File: config.mk
export PLATFORM = sky130hd
export DESIGN_NAME = assert_evt_arbiter
export DESIGN_NICKNAME = d
export VERILOG_FILES = /design/src/rtl/assert_arb_pkg.sv /design/src/rtl/rr_pick.sv /design/src/rtl/assert_evt_arbiter.sv
export SDC_FILE = /design/constraint.sdc
export NUM_CORES = 1
export LEC_CHECK = 0
export ABC_AREA = 1
export CAP_MARGIN = 20
export CELL_PAD_IN_SITES_DETAIL_PLACEMENT = 1
export CELL_PAD_IN_SITES_GLOBAL_PLACEMENT = 2
export CORE_MARGIN = 3
export CORE_UTILIZATION = 27
export CTS_BUF_LIST = sky130_fd_sc_hd__clkbuf_16
export CTS_CLUSTER_SIZE = 25
export DETAILED_ROUTE_END_ITERATION = 16
export PLACE_DENSITY = 0.75
export SYNTH_ARGS = -nofsm -noshare
export SYNTH_HDL_FRONTEND = slang
export SYNTH_SLANG_ARGS = --single-unit
File: constraint.sdc
create_clock -name clk -period 2.2 [get_ports clk]
set_input_delay 0.55 -clock clk [delete_from_list [all_inputs] [get_ports clk]]
set_output_delay 0.55 -clock clk [all_outputs]
set_load 0.02 [all_outputs]
File: src/rtl/assert_arb_pkg.sv
// Shared defaults, report record and saturating-increment helper for the
// assertion-event arbiter.
package assert_arb_pkg;

    localparam int NUM_CH_DEFAULT = 3;
    localparam int CNT_W_DEFAULT  = 16;
    localparam int ID_W_MAX       = 3;

    typedef struct packed {
        logic [ID_W_MAX-1:0] id;
        logic                pass;
    } evt_report_t;

    // Counters are carried in a 32-bit container, so widths above 32 are unsupported.
    function automatic logic [31:0] sat_inc(input logic [31:0] cnt, input int unsigned width);
        logic [31:0] max_val;
        max_val = (width >= 32) ? 32'hFFFF_FFFF : ((32'd1 << width) - 32'd1);
        return (cnt >= max_val) ? cnt : cnt + 32'd1;
    endfunction

endpackage

File: src/rtl/rr_pick.sv
// Combinational round-robin selector: grants the first requester at or after
// ptr, wrapping modulo NUM_CH.
module rr_pick #(
    parameter int NUM_CH = 3,
    parameter int ID_W   = $clog2(NUM_CH)
) (
    input  logic [NUM_CH-1:0] req,
    input  logic [ID_W-1:0]   ptr,
    output logic [NUM_CH-1:0] gnt,
    output logic [ID_W-1:0]   gnt_id
);

    logic          found;
    logic [ID_W:0] sum;

    always_comb begin
        gnt    = '0;
        gnt_id = '0;
        found  = 1'b0;
        sum    = '0;
        for (int i = 0; i < NUM_CH; i++) begin
            // ptr and i are both below NUM_CH, so a single subtraction wraps the sum.
            sum = {1'b0, ptr} + (ID_W+1)'(i);
            if (sum >= (ID_W+1)'(NUM_CH)) begin
                sum = sum - (ID_W+1)'(NUM_CH);
            end
            if (!found && req[sum[ID_W-1:0]]) begin
                gnt[sum[ID_W-1:0]] = 1'b1;
                gnt_id             = sum[ID_W-1:0];
                found              = 1'b1;
            end
        end
    end

endmodule

File: src/rtl/assert_evt_arbiter.sv
// Round-robin arbiter that funnels per-checker pass/fail events into one
// registered report stream and keeps saturating per-channel statistics.
module assert_evt_arbiter
    import assert_arb_pkg::*;
#(
    parameter int NUM_CH = NUM_CH_DEFAULT,
    parameter int CNT_W  = CNT_W_DEFAULT,
    parameter int ID_W   = $clog2(NUM_CH)
) (
    input  logic                    clk,
    input  logic                    rst_n,
    input  logic [NUM_CH-1:0]       chk_valid,
    input  logic [NUM_CH-1:0]       chk_pass,
    output logic [NUM_CH-1:0]       chk_ready,
    output logic                    evt_valid,
    input  logic                    evt_ready,
    output logic [ID_W-1:0]         evt_id,
    output logic                    evt_pass,
    output logic [NUM_CH*CNT_W-1:0] pass_cnt,
    output logic [NUM_CH*CNT_W-1:0] fail_cnt,
    input  logic                    clr_cnt,
    output logic                    any_fail
);

    logic              open;
    logic [NUM_CH-1:0] gnt;
    logic [ID_W-1:0]   gnt_id;
    logic [ID_W-1:0]   ptr;
    logic              accept;
    logic              acc_pass;
    logic              evt_valid_q;
    logic              any_fail_q;
    evt_report_t       rpt_q;

    assign open = !evt_valid_q || evt_ready;

    rr_pick #(
        .NUM_CH (NUM_CH),
        .ID_W   (ID_W)
    ) u_pick (
        .req    (chk_valid),
        .ptr    (ptr),
        .gnt    (gnt),
        .gnt_id (gnt_id)
    );

    assign chk_ready = open ? gnt : '0;
    assign accept    = |(chk_valid & chk_ready);
    assign acc_pass  = chk_pass[gnt_id];

    // Output register refills on accept (even while draining) and empties on a bare drain.
    always_ff @(posedge clk or negedge rst_n) begin
        if (!rst_n) begin
            evt_valid_q <= 1'b0;
            rpt_q       <= '0;
            ptr         <= '0;
        end else if (accept) begin
            evt_valid_q <= 1'b1;
            rpt_q.id    <= ID_W_MAX'(gnt_id);
            rpt_q.pass  <= acc_pass;
            ptr         <= (gnt_id == ID_W'(NUM_CH-1)) ? '0 : gnt_id + 1'b1;
        end else if (evt_ready) begin
            evt_valid_q <= 1'b0;
        end
    end

    assign evt_valid = evt_valid_q;
    assign evt_id    = ID_W'(rpt_q.id);
    assign evt_pass  = rpt_q.pass;

    for (genvar i = 0; i < NUM_CH; i++) begin : g_cnt
        logic [CNT_W-1:0] pass_q;
        logic [CNT_W-1:0] fail_q;
        logic [31:0]      pass_nxt;
        logic [31:0]      fail_nxt;
        logic             hit;

        assign hit      = chk_valid[i] && chk_ready[i];
        assign pass_nxt = sat_inc(32'(pass_q), CNT_W);
        assign fail_nxt = sat_inc(32'(fail_q), CNT_W);

        // A clear wins over a same-cycle increment; the event itself is still reported.
        always_ff @(posedge clk or negedge rst_n) begin
            if (!rst_n) begin
                pass_q <= '0;
                fail_q <= '0;
            end else if (clr_cnt) begin
                pass_q <= '0;
                fail_q <= '0;
            end else if (hit) begin
                if (chk_pass[i]) begin
                    pass_q <= CNT_W'(pass_nxt);
                end else begin
                    fail_q <= CNT_W'(fail_nxt);
                end
            end
        end

        assign pass_cnt[i*CNT_W +: CNT_W] = pass_q;
        assign fail_cnt[i*CNT_W +: CNT_W] = fail_q;
    end

    always_ff @(posedge clk or negedge rst_n) begin
        if (!rst_n) begin
            any_fail_q <= 1'b0;
        end else if (clr_cnt) begin
            any_fail_q <= 1'b0;
        end else if (accept && !acc_pass) begin
            any_fail_q <= 1'b1;
        end
    end

    assign any_fail = any_fail_q;

endmodule

Word-level counts from Yosys, hierarchy flattened --
Cells that the tools add are included.
Word-level totals: register bits after elaboration 103, latch bits 0, bits in writable memories 0, memory bits (read-only) 0, input port bits 10, output and inout bits 104, memories 0
Operators by class: add/sub/neg operators 12, multipliers 0, div/mod/pow operators 0, order comparisons 16, eq/ne operators 10, shift operators 0, multiplexer cells 55, bitwise operators 3, reductions and logical operators 29
Operators with widths (count):
- 2-to-1 mux 16 bit | 24
- adder 16 x 1 -> 16 bit (second input constant) | 6
- greater-or-equal comparator 16 bit (second input constant) | 6
- AND reduction 3 bit | 6
- nonzero test 2 bit | 8
- 2-to-1 mux 2 bit | 7
- 2-to-1 mux 1 bit | 13
- < comparator 2 x 3 -> 1 bit (second input constant) | 4
- 2-to-1 mux 3 bit | 4
- inequality test 2 bit (second input constant) | 6
- logical AND 1 bit | 9
- binary-select mux 1 bit (select 2 bit) | 4
- demux 1 bit (select 2 bit) | 3
- greater-or-equal comparator 2 x 1 -> 1 bit (second input constant) | 3
- greater-or-equal comparator 3 x 2 -> 1 bit (second input constant) | 2
- inequality test 2 x 1 -> 1 bit (second input constant) | 3
- OR 3 bit | 2
- subtractor 2 bit (second input constant) | 3
- logical NOT 1 bit | 4
- adder 2 x 1 -> 3 bit (second input constant) | 1
- adder 2 x 2 -> 3 bit (second input constant) | 1
- bitwise AND 3 bit | 1
- OR reduction 3 bit | 1
- adder 2 x 1 -> 2 bit (second input constant) | 1
- other kinds (3) | 3

Logic depth before layout (Yosys ltp) --
Gate-level depths: netlist of run 1.
depth in word-level cells 17, gate-level depth with buffers 18, gate-level depth less buffers 17

Cells and area by module --
Synthesis of run 1 repeated with hierarchy kept, for this count alone.
Unflattened totals: cell total of the unflattened synthesis 989, area total of the unflattened synthesis 6826.5 µm²
Modules (own cells, without submodules):
- assert_evt_arbiter | instances 1, cells an instance 927, area each 6510.0 µm², sequential area each 2577.5 µm²
- rr_pick | instances 1, cells an instance 62, area each 316.6 µm², sequential area each 0.0 µm²

Worst setup path after synthesis of run 1 --
Ideal clock, no wire load.
path type flip-flop to flip-flop, start reg ptr[0], end reg g_cnt[1].fail_q[5], data arrival time 2.193 ns, required time 2.082 ns, setup slack -0.111 ns, stages on the path, launching flop included 15, cells stage by stage dfrtp_1 > inv_1 > ha_1 > buf_2 > inv_2 > nand2_1 > nand3_1 > nand2_2 > nor2_2 > nand3_1 > a21oi_2 > nand3_2 > buf_2 > nand3_1 > nand2_1
Between the ends: longest elaborated chain between the ends 15, elaborated cells between the ends (all ways) 47
RTL lines:
- from (decl) | line assert_evt_arbiter.sv:28 | logic [ID_W-1:0] ptr;
- from (signal assigned) | line assert_evt_arbiter.sv:61 | ptr <= (gnt_id == ID_W'(NUM_CH-1)) ? '0 : gnt_id + 1'b1;
- adder 2 x 1 -> 3 bit (tied with other cells) | line rr_pick.sv:23 | sum = {1'b0, ptr} + (ID_W+1)'(i);
- greater-or-equal comparator 3 x 2 -> 1 bit (tied with other cells) | line rr_pick.sv:24 | if (sum >= (ID_W+1)'(NUM_CH)) begin
- 2-to-1 mux 2 bit (tied with other cells) | line rr_pick.sv:24
- < comparator 2 x 3 -> 1 bit (not written as such) (tied with other cells) | line rr_pick.sv:28 | gnt[sum[ID_W-1:0]] = 1'b1;
- logical AND 1 bit (not written as such) (tied with other cells) | line rr_pick.sv:28
- 2-to-1 mux 1 bit (not written as such) (tied with other cells) | line rr_pick.sv:28
- demux 1 bit (select 2 bit) (tied with other cells)
- OR 3 bit (no source line) / 2-to-1 mux 1 bit (equally long branches)
- 2-to-1 mux 3 bit / logical NOT 1 bit (equally long branches) | line rr_pick.sv:27 | if (!found && req[sum[ID_W-1:0]]) begin
- OR 3 bit (no source line) / logical AND 1 bit (equally long branches)
- 2-to-1 mux 3 bit * | line rr_pick.sv:27
- 2-to-1 mux 3 bit * | line assert_evt_arbiter.sv:47 | assign chk_ready = open ? gnt : '0;
- net chk_ready[1] | line assert_evt_arbiter.sv:14 | output logic [NUM_CH-1:0] chk_ready,
- logical AND 1 bit * | line assert_evt_arbiter.sv:78 | assign hit = chk_valid[i] && chk_ready[i];
- nonzero test 2 bit (no source line) *
- AND reduction 3 bit (no source line) *
- to (signal assigned) | line assert_evt_arbiter.sv:94 | fail_q <= CNT_W'(fail_nxt);
- to (decl) | line assert_evt_arbiter.sv:73 | logic [CNT_W-1:0] fail_q;
The timed path passes the listed nets; every way through them passes the cells marked *. The select of a mux whose other input is x is not followed. A chain may end at the register's enable or synchronous reset.

Final worst setup path of run 1 --
start reg ptr[0], end out chk_ready[2]
Between the ends: longest elaborated chain between the ends 12, elaborated cells between the ends (all ways) 44
RTL lines (line):
- adder 2 x 1 -> 3 bit (tied with other cells) | rr_pick.sv:23
- greater-or-equal comparator 3 x 2 -> 1 bit (tied with other cells) | rr_pick.sv:24
- 2-to-1 mux 2 bit (tied with other cells) | rr_pick.sv:24
- < comparator 2 x 3 -> 1 bit (not written as such) (tied with other cells) | rr_pick.sv:28
- logical AND 1 bit (not written as such) (tied with other cells) | rr_pick.sv:28
- 2-to-1 mux 1 bit (not written as such) (tied with other cells) | rr_pick.sv:28
- demux 1 bit (select 2 bit) (tied with other cells)
- OR 3 bit (no source line) / 2-to-1 mux 1 bit (equally long branches)
- 2-to-1 mux 3 bit / logical NOT 1 bit (equally long branches) | rr_pick.sv:27
- OR 3 bit (no source line) / logical AND 1 bit (equally long branches)
- 2-to-1 mux 3 bit * | rr_pick.sv:27
- 2-to-1 mux 3 bit * | assert_evt_arbiter.sv:47
- to (decl) | assert_evt_arbiter.sv:14
Mark *: on every way between the ends. The rest lies on a longest branch, timed or not. The select of a mux whose other input is x is not followed.

==> results of run 1 <==
## sequential cells by signal (all words and copies together) (netlist names)
name / flops
g_cnt.pass_q: 48
g_cnt.fail_q: 48
evt_pass: 1
any_fail: 1
ptr: 2
evt_valid: 1
evt_id: 2
## how the worst min path moves through the flow
| stage | from | endpoint | slack, ns |
|---|---|---|---|
| finish | rst_n | g_cnt[1].fail_q[14] | 0.21 |
| global route | rst_n | g_cnt[1].fail_q[14] | 0.25 |
| CTS | rst_n | g_cnt[1].fail_q[14] | 0.22 |
| detailed placement | evt_pass | evt_pass | 0.50 |
| global placement | evt_pass | evt_pass | 0.48 |
| floorplan | rst_n | any_fail | 0.25 |
## metrics by stage
stage,util [%],power (mW),std cells
6_report,41.3,8.87,1480
3_5_place_dp,35.9,5.22,1424
5_1_grt,41.3,9.38,1480
4_1_cts,39.4,8.18,1465
2_1_floorplan,-,3.79,946
3_3_place_gp,35.9,5.19,1424
## layer usage
metal	vias to the layer above	GRT usage [%]	routed length [um]
met2	106	29.4	11500
met5	-	0	0
met1	3462	25.5	11900
met3	22	3.20	938
met4	0	4.73	352
li1	3498	-	-
## cell usage in the layout, fill, tap and decap left out, drive strengths merged
cell	n
xnor2	11
o21a	1
nor3b	5
nand4	24
dlygate4sd2	3
or2	1
clkbuf	11
dfrtp	103
o21ai	15
nand3	168
clkdlybuf4s50	105
a31oi	1
clkinv	3
bufinv	3
buf	115
o31ai	1
a41oi	1
nor3	12
nor4	5
inv	56
nand3b	4
ha	10
nand2	286
nor2	142
a21oi	8
xor2	62
## critical path, stage by stage, from the launching register on
cell and delay, ns:
dfrtp_1 0.42, inv_2 0.11, ha_4 0.24, buf_4 0.16, o21ai_2 0.07, nand2_1 0.12
nor2_4 0.16, nand3_2 0.11, nand2_2 0.11, inv_2 0.05, nor2_4 0.11, buf_6 0.12
## logic make-up after synthesis
group           count (synthesis)  synth area share [%]
compound gates                 27                  2.34
xor+xnor                       73                  9.47
fa+ha+maj                      10                  1.85
buf+inv                        90                  5.86
flops                         103                  38.2
simple gates                  643                  42.3
## report_power, final
part / internal (mW) / leakage (nW) / total [mW] / switching (mW)
registers: 2.04 / 1.42 / 2.18 / 0.148
logic: 2.20 / 2.96 / 4.81 / 2.61
clock network: 1.11 / 0.163 / 1.88 / 0.771
## timing repair
item,4_1_cts,5_1_grt
gates resized for setup,108,72
pin swaps,22,27
setup buffers,38,10
cloned,2,5
endpoints found under the setup margin,105,106
## layout make-up
cell class              count  area, um^2  area share [%]
well taps                 324         405            4.01
multi-input cells         757        4370            43.2
clock inverters             7         110            1.09
repair buffers            225        2180            21.6
inverters                  55         234            2.32
flip-flops and latches    103        2580            25.5
clock buffers               9         225            2.23
==> metrics, run 1 <==
status complete, but fails checks; failing checks setup timing; clk root buf clkbuf_16; placed inst area between 0.008 and 0.009 mm^2; RSZ-0062 raised after global routing true; Synth top area share between 30% and 40%; syn nets approximately 970; number of port buffers 113; Final Setup Violations roughly 110; crit path to chk_ready[2]; R2R Setup Slk -0.37 ns; Fin Hold WS 0.208 ns; Std-Cell Rows 57; largest cells by area after synthesis dfrtp_1, nand2_1, nand3_1; post-synth cell types 38; Worst Hold Class in -> async; Yosys warning count 0; Syn Area/Cell about 7.1 um^2; setup tns final -22.83 ns; Final nets about 1200; I/O Pins between 100 and 150; layout cells sized above 1 approximately 22%; Crit Path Max Fanout 3; Commonest cells post-synth nand2_1, nand3_1, nor2_1; Num CTS Buffers 9; die area around 0.027 mm^2; CTS tree yes; Vias/cell roughly 4.8; Iteration-0 DRC Markers a little over 300; Final Cell Area slightly above 0.01 mm^2; Top FF cell, synth dfrtp_1; DR vias between 7000 and 8000; vias in the first global route 7443; Fin. Hold Viols 0; Initial Utilization approximately 28%; post-synth top area cell dfrtp_1; Crit path arrival time 2.12 ns; number of synthesized flops with an enable pin 0; Max-Cap Viols 0; antenna-violating nets left 0; initial antenna violation count 0; Longest Clk Path Bufs 2; Worst Setup End Kind output pin; HPWL Detailed approximately 16000 um; clock slew at reported path FFs about 0.07 ns; pre-CTS setup slack -0.833 ns; Remaining DRCs 0; worst vdd ir 0.000892 V; clock latency on the worst-skew pair 0.36 ns; pwr/cell area between 800 and 900 mW/mm^2; final critical-path share of the clock period 121%; top-count cell post-synth nand2_1; die width roughly 160 um; Synth Instances roughly 950; critical path startpoint category register; setup ws final -0.468 ns; drt total wl between 20000 and 25000 um; max-slew violation count 0; WP data required 1.65 ns; Worst Setup SP ptr[0]; post-synthesis sequential area ratio a little under two fifths; gr usage total around 18%; synthesis-to-layout area growth 49.6%; fmax approximately 370 MHz; die height about 160 um; global-route wire length before repair around 40000 um; DR pass1 iterations 4; synthesized area 0.00675 mm^2; Hold Buf Count CTS 0; gr ovfl total 0; actual slew at the worst max-slew pin 0.617 ns; Max Clock Skew between 0.01 and 0.015 ns; Reg2Reg Depth 17; FF-to-FF End g_cnt[2].pass_q[8]; leakage between 4 and 5 nW; flops & latches, synth between 100 and 150; critical path class reg -> out; asr flop ratio synth 100%; core area about 0.024 mm^2; number of diodes 0; CTS H-tree lvls 3; largest net degree at the start of global routing 75; Worst R2R Start ptr[0]; post-DR wirelength/cell between 15 and 20 um; Placer Congestion ~0.8; Final Critical Period 2.67 ns; Filler Cell Count just under 3000; CTS sink cnt ~100; slew margin rel. between 50% and 60%
(Power assumes the default switching activity.)
==> inputs of run 2 (changes only) <==
Settings changed: CTS_CLUSTER_SIZE 25 to unset.
==> results of run 2 <==
Final layout, timing and power as in run 1 (identical DEF).
==> inputs of run 3 (changes only) <==
Settings changed: CORE_UTILIZATION 27 to 30, PLACE_DENSITY 0.75 to 0.79.
Clock period 2.2 ns to 2.9 ns, I/O delays scaled along.
==> metrics, run 3 (synthesis gave the netlist of run 1 again) <==
status finished, final reports clean; Max-Cap Viols 0 (unchanged); Net Sw Power 1.98 mW (-44%); drt total wl 21900 um (-11%); DR pass1 iterations 4 (unchanged); leakage 3.97 nW (-12%); Vias/cell 4.87 (+1.8%); critical path class reg -> out; layout cells sized above 1 9.48% (-12 points); sequential share of power 33.6% (+9.0 points); die area 0.0243 mm^2 (-9.6%); switching portion of total power 39.7% (-0.055 points); Final Critical Period roughly 2.7 ns; Crit Path Max Fanout 5 (+2); I/O Pins 114 (unchanged); Iteration-0 DRC Markers 198 (-36%); max-slew violation count 0 (unchanged); die height 156 um (-4.9%); Worst Hold Class in -> async; internal power 3.00 mW (-44%); global-route wire length before repair 36500 um (-8.7%); Initial Utilization 30.7% (+3.1 points); clock latency on the worst-skew pair 0.35 ns (about the same); Filler Cell Count 2751 (-6.9%); clock slew at reported path FFs 0.07 ns (about the same); antenna-violating nets left 0 (unchanged); die width 156 um (-4.9%); largest registers g_cnt.fail_q x48, g_cnt.pass_q x48; CTS sink cnt 103 (unchanged); worst vdd ir 0.000259 V (-71%); CTS H-tree lvls 3 (unchanged); CTS tree yes; final critical-path share of the clock period 94.7%; post-DR wirelength/cell 16.0 um (-3.7%); Longest Clk Path Bufs 2 (unchanged); vias in the first global route 6884 (-7.5%); Remaining DRCs 0 (unchanged); fmax ~360 MHz; synthesis-to-layout area growth 28.8%; core area 0.0220 mm^2 (-10%); gr ovfl total 0 (unchanged); largest net degree at the start of global routing 75 (unchanged); Final nets 1102 (-5.9%); most frequent cells in the layout nand2_1, nand3_1, nor2_1; Std-Cell Rows 54 (-5.3%); Fin. Hold Viols 0 (unchanged); commonest non-fill, non-tap cell in the layout nand2_1; slew margin rel. 40.4% (-18 points); Tot Pwr 4.98 mW (-44%); clk root buf clkbuf_16; Max Clock Skew 0.0116 ns (-0.00181 ns); Placer Congestion 0.820 (+0.49%); number of diodes 0 (unchanged); gr usage total 18.2% (-0.12 points); Util after Layout 39.6% (-1.7 points); Worst Setup End Kind output pin; WP data required 2.17 ns (+0.52 ns); number of port buffers 113 (unchanged); HPWL Detailed 15900 um (-3.0%); DR vias 6663 (-6.0%); pwr/cell area 573 mW/mm^2 (-35%); initial antenna violation count 0 (unchanged); critical path startpoint category register; Crit path arrival time 2.02 ns (-0.10 ns); Clk network pwr share 22.7% (+1.5 points); Num CTS Buffers 9 (unchanged); Final Setup Violations 0 (-100%); Comb pwr share 43.7% (-10 points); actual slew at the worst max-slew pin 0.893 ns (+0.276 ns)
[run 3: changes by cell type in the layout (fill, tap and decap cells not counted), moves of 8 or more]
cell | previous run | this run
nand3_1 | 131 | 159
nand3_4 | 13 | 1
buf_4 | 87 | 47
nand2_2 | 36 | 7
nand3_2 | 24 | 7
nand2_1 | 233 | 272
buf_6 | 17 | 1
nand2_8 | 8 | 0
[run 3: final timing paths]
kind | from | slack (ns) | end | cells past startpoint
max in group asynchronous | rst_n | 1.80 | g_cnt[1].pass_q[3] | 2
worst max-delay path | ptr[1] | 0.16 | chk_ready[2] | 11
worst min-delay path | rst_n | 0.37 | evt_id[1] | 1
worst min register to register | evt_pass | 0.51 | evt_pass | 1
min in group clk | evt_pass | 0.51 | evt_pass | 1
worst max register to register | ptr[1] | 0.59 | evt_pass | 14
[run 3: routing by layer]
| layer | GRT usage, % | part of all wire, % | up-vias |
|---|---|---|---|
| li1 | - | - | 3344 |
| met1 | 24.8 | 48 | 3227 |
| met2 | 30.7 | 47 | 82 |
| met3 | 3.19 | 3.6 | 10 |
| met4 | 3.28 | 0.72 | 0 |
| met5 | 0 | 0 | - |
[run 3: area by class of cell]
cell class | count | area [um^2] | area share (%)
clock inverters | 7 | 31.3 | 0.360
flip-flops and latches | 103 | 2580 | 29.6
multi-input cells | 753 | 3830 | 44.0
well taps | 280 | 350 | 4.03
clock buffers | 9 | 225 | 2.59
repair buffers | 160 | 1480 | 17.0
inverters | 55 | 210 | 2.42
[run 3: worst max-delay path, stage by stage, from the launching register on]
cell	delay, ns
dfrtp_1	0.44
ha_4	0.21
inv_1	0.12
nand2_1	0.08
nand3_1	0.08
nand2_1	0.09
nor2_4	0.13
nand3_1	0.10
nand2_1	0.10
inv_1	0.07
nor2_4	0.12
buf_6	0.13
[run 3: what timing repair did]
item | CTS | global route
cloned | 0 | 0
gates resized for setup | 16 | 11
setup buffers | 0 | 2
setup endpoints to repair | 3 | 3
hold buffers | 0 | 0
pin swaps | 0 | 5
[run 3: power groups by stage]
stage	sequential, mW	clock, mW	combinational (mW)
after global placement	1.70	0	2.09
final	1.68	1.13	2.18
after global routing	1.69	1.24	2.42
after detailed placement	1.70	0	2.11
after CTS	1.68	1.18	2.10
after floorplan	1.78	0	1.06
[run 3: per-stage QoR]
step / hold WS, ns / setup slack, ns / cells / setup TNS [ns] / cell area [um^2]
2_1_floorplan: 0.429 / 0.486 / 946 / 0 / 6750
3_5_place_dp: 0.498 / -0.525 / 1349 / -1.41 / 8390
5_1_grt: 0.402 / -0.00915 / 1367 / -0.00915 / 8700
3_3_place_gp: 0.491 / -0.489 / 1349 / -1.32 / 8390
4_1_cts: 0.389 / 0.00595 / 1365 / 0 / 8640
6_report: 0.367 / 0.155 / 1367 / 0 / 8700
==> patch (flow settings as in run 1) <==
Set the package constant `CNT_W_DEFAULT` to 32 (it was 16).
--- a/src/rtl/assert_arb_pkg.sv
+++ b/src/rtl/assert_arb_pkg.sv
@@ -4,5 +4,5 @@
 
     localparam int NUM_CH_DEFAULT = 3;
-    localparam int CNT_W_DEFAULT  = 16;
+    localparam int CNT_W_DEFAULT  = 32;
     localparam int ID_W_MAX       = 3;
 
Ports: changed (resized fail_cnt and pass_cnt); port bits go from 114 to 210. No check against the original RTL was run, so the function may have changed too.
==> patch against run 1 <==
- the run still ends with negative setup slack left
- synthesized cell count up 110%
- area after synthesis up 100%
- die area up 97%
- design area up 100%
- sequential cell count up 96
- total power up 58%
- combinational power up 41%
- wire length up 140%
- clock power up 76%
- sequential share of layout area down 1.3 points
- setup slack worse by 140 ps
- utilization up 0.43 points
- largest cell class unchanged
==> patch: results (changes against run 1) <==
Outcome -> complete, but fails checks (unchanged)
Failing checks -> negative setup slack (unchanged)
Largest cells by area after synthesis -> dfrtp_1 37%, nand2_1 18%, nand3_1 6.6% (was dfrtp_1 38%, nand2_1 15%, nand3_1 12%)
Synthesized cell area -> 13600 µm² (was 6750 µm²)
Number of global-route vias before repair -> 15887 (was 7443)
ANT cells -> 1 (was 0)
GP Congestion -> 0.881 (was 0.816)
Area share of fa/ha/maj cells after synthesis -> 0.920% (was 1.85%)
Vias per std cell -> 4.95 (was 4.79)
Non-clock buffering overhead -> 23.3% (was 21.6%)
DRT Pass-1 Iters -> 5 (was 4)
Register area share after synthesis -> 36.6% (was 38.2%)
Slack of the worst reg-to-reg path -> -540 ps (was -370 ps)
Number of antenna violations at the first check in global routing -> 1 (was 0)
DR WL met2 -> 28900 µm (was 11500 µm)
Leak pwr -> 9.94 nW (was 4.54 nW)
Max IR drop VDD -> 0.697 mV (was 0.892 mV)
Launching point of the worst reg2reg path -> ptr[1]$_DFFE_PN0P_ (was ptr[0]$_DFFE_PN0P_)
Initial DRC count -> 773 (was 311)
Final Cell Area -> 20600 µm² (was 10100 µm²)
Critical Path AT -> 2250 ps (was 2120 ps)
Placement Setup Slack -> -921 ps (was -833 ps)
WL met3 -> 1750 µm (was 938 µm)
Largest net degree at the start of global routing -> 46 (was 75)
Multi-input gates -> 1582 (was 757)
Number of CTS-inserted buffers -> 17 (was 9)
DP HPWL -> 40900 µm (was 16400 µm)
Port bufs -> 209 (was 113)
TNS Setup -> -64590 ps (was -22830 ps)
Crit path max-delay family -> buffers and inverters (was simple AND/OR/NAND/NOR gates)
Placed insts -> 2952 (was 1424)
Hold WC Path Type -> in2reg (was in2async)
Final setup viols -> 202 (was 106)
R2R cell count -> 18 (was 17)
Fin worst setup slack -> -603 ps (was -468 ps)
patch: worst min-delay path by stage:
stage,from,endpoint,slack (ps),cells after the start
finish,clr_cnt,any_fail$_DFFE_PN0P_,510,3
global placement,rst_n,g_cnt[2].pass_q[27]$_DFFE_PN0P_,510,1
detailed placement,rst_n,g_cnt[2].pass_q[27]$_DFFE_PN0P_,510,1
CTS,clr_cnt,any_fail$_DFFE_PN0P_,480,3
floorplan,rst_n,any_fail$_DFFE_PN0P_,250,0
global route,clr_cnt,g_cnt[2].pass_q[0]$_DFFE_PN0P_,500,3
patch: power by group through the flow:
stage               clock network, mW  logic (mW)  registers, mW
finish                           3.30        6.77           3.96
global route                     3.54        7.14           3.98
CTS                              3.42        5.97           3.95
detailed placement                  0        3.72           4.02
global placement                    0        3.65           4.01
floorplan                           0        1.76           4.18
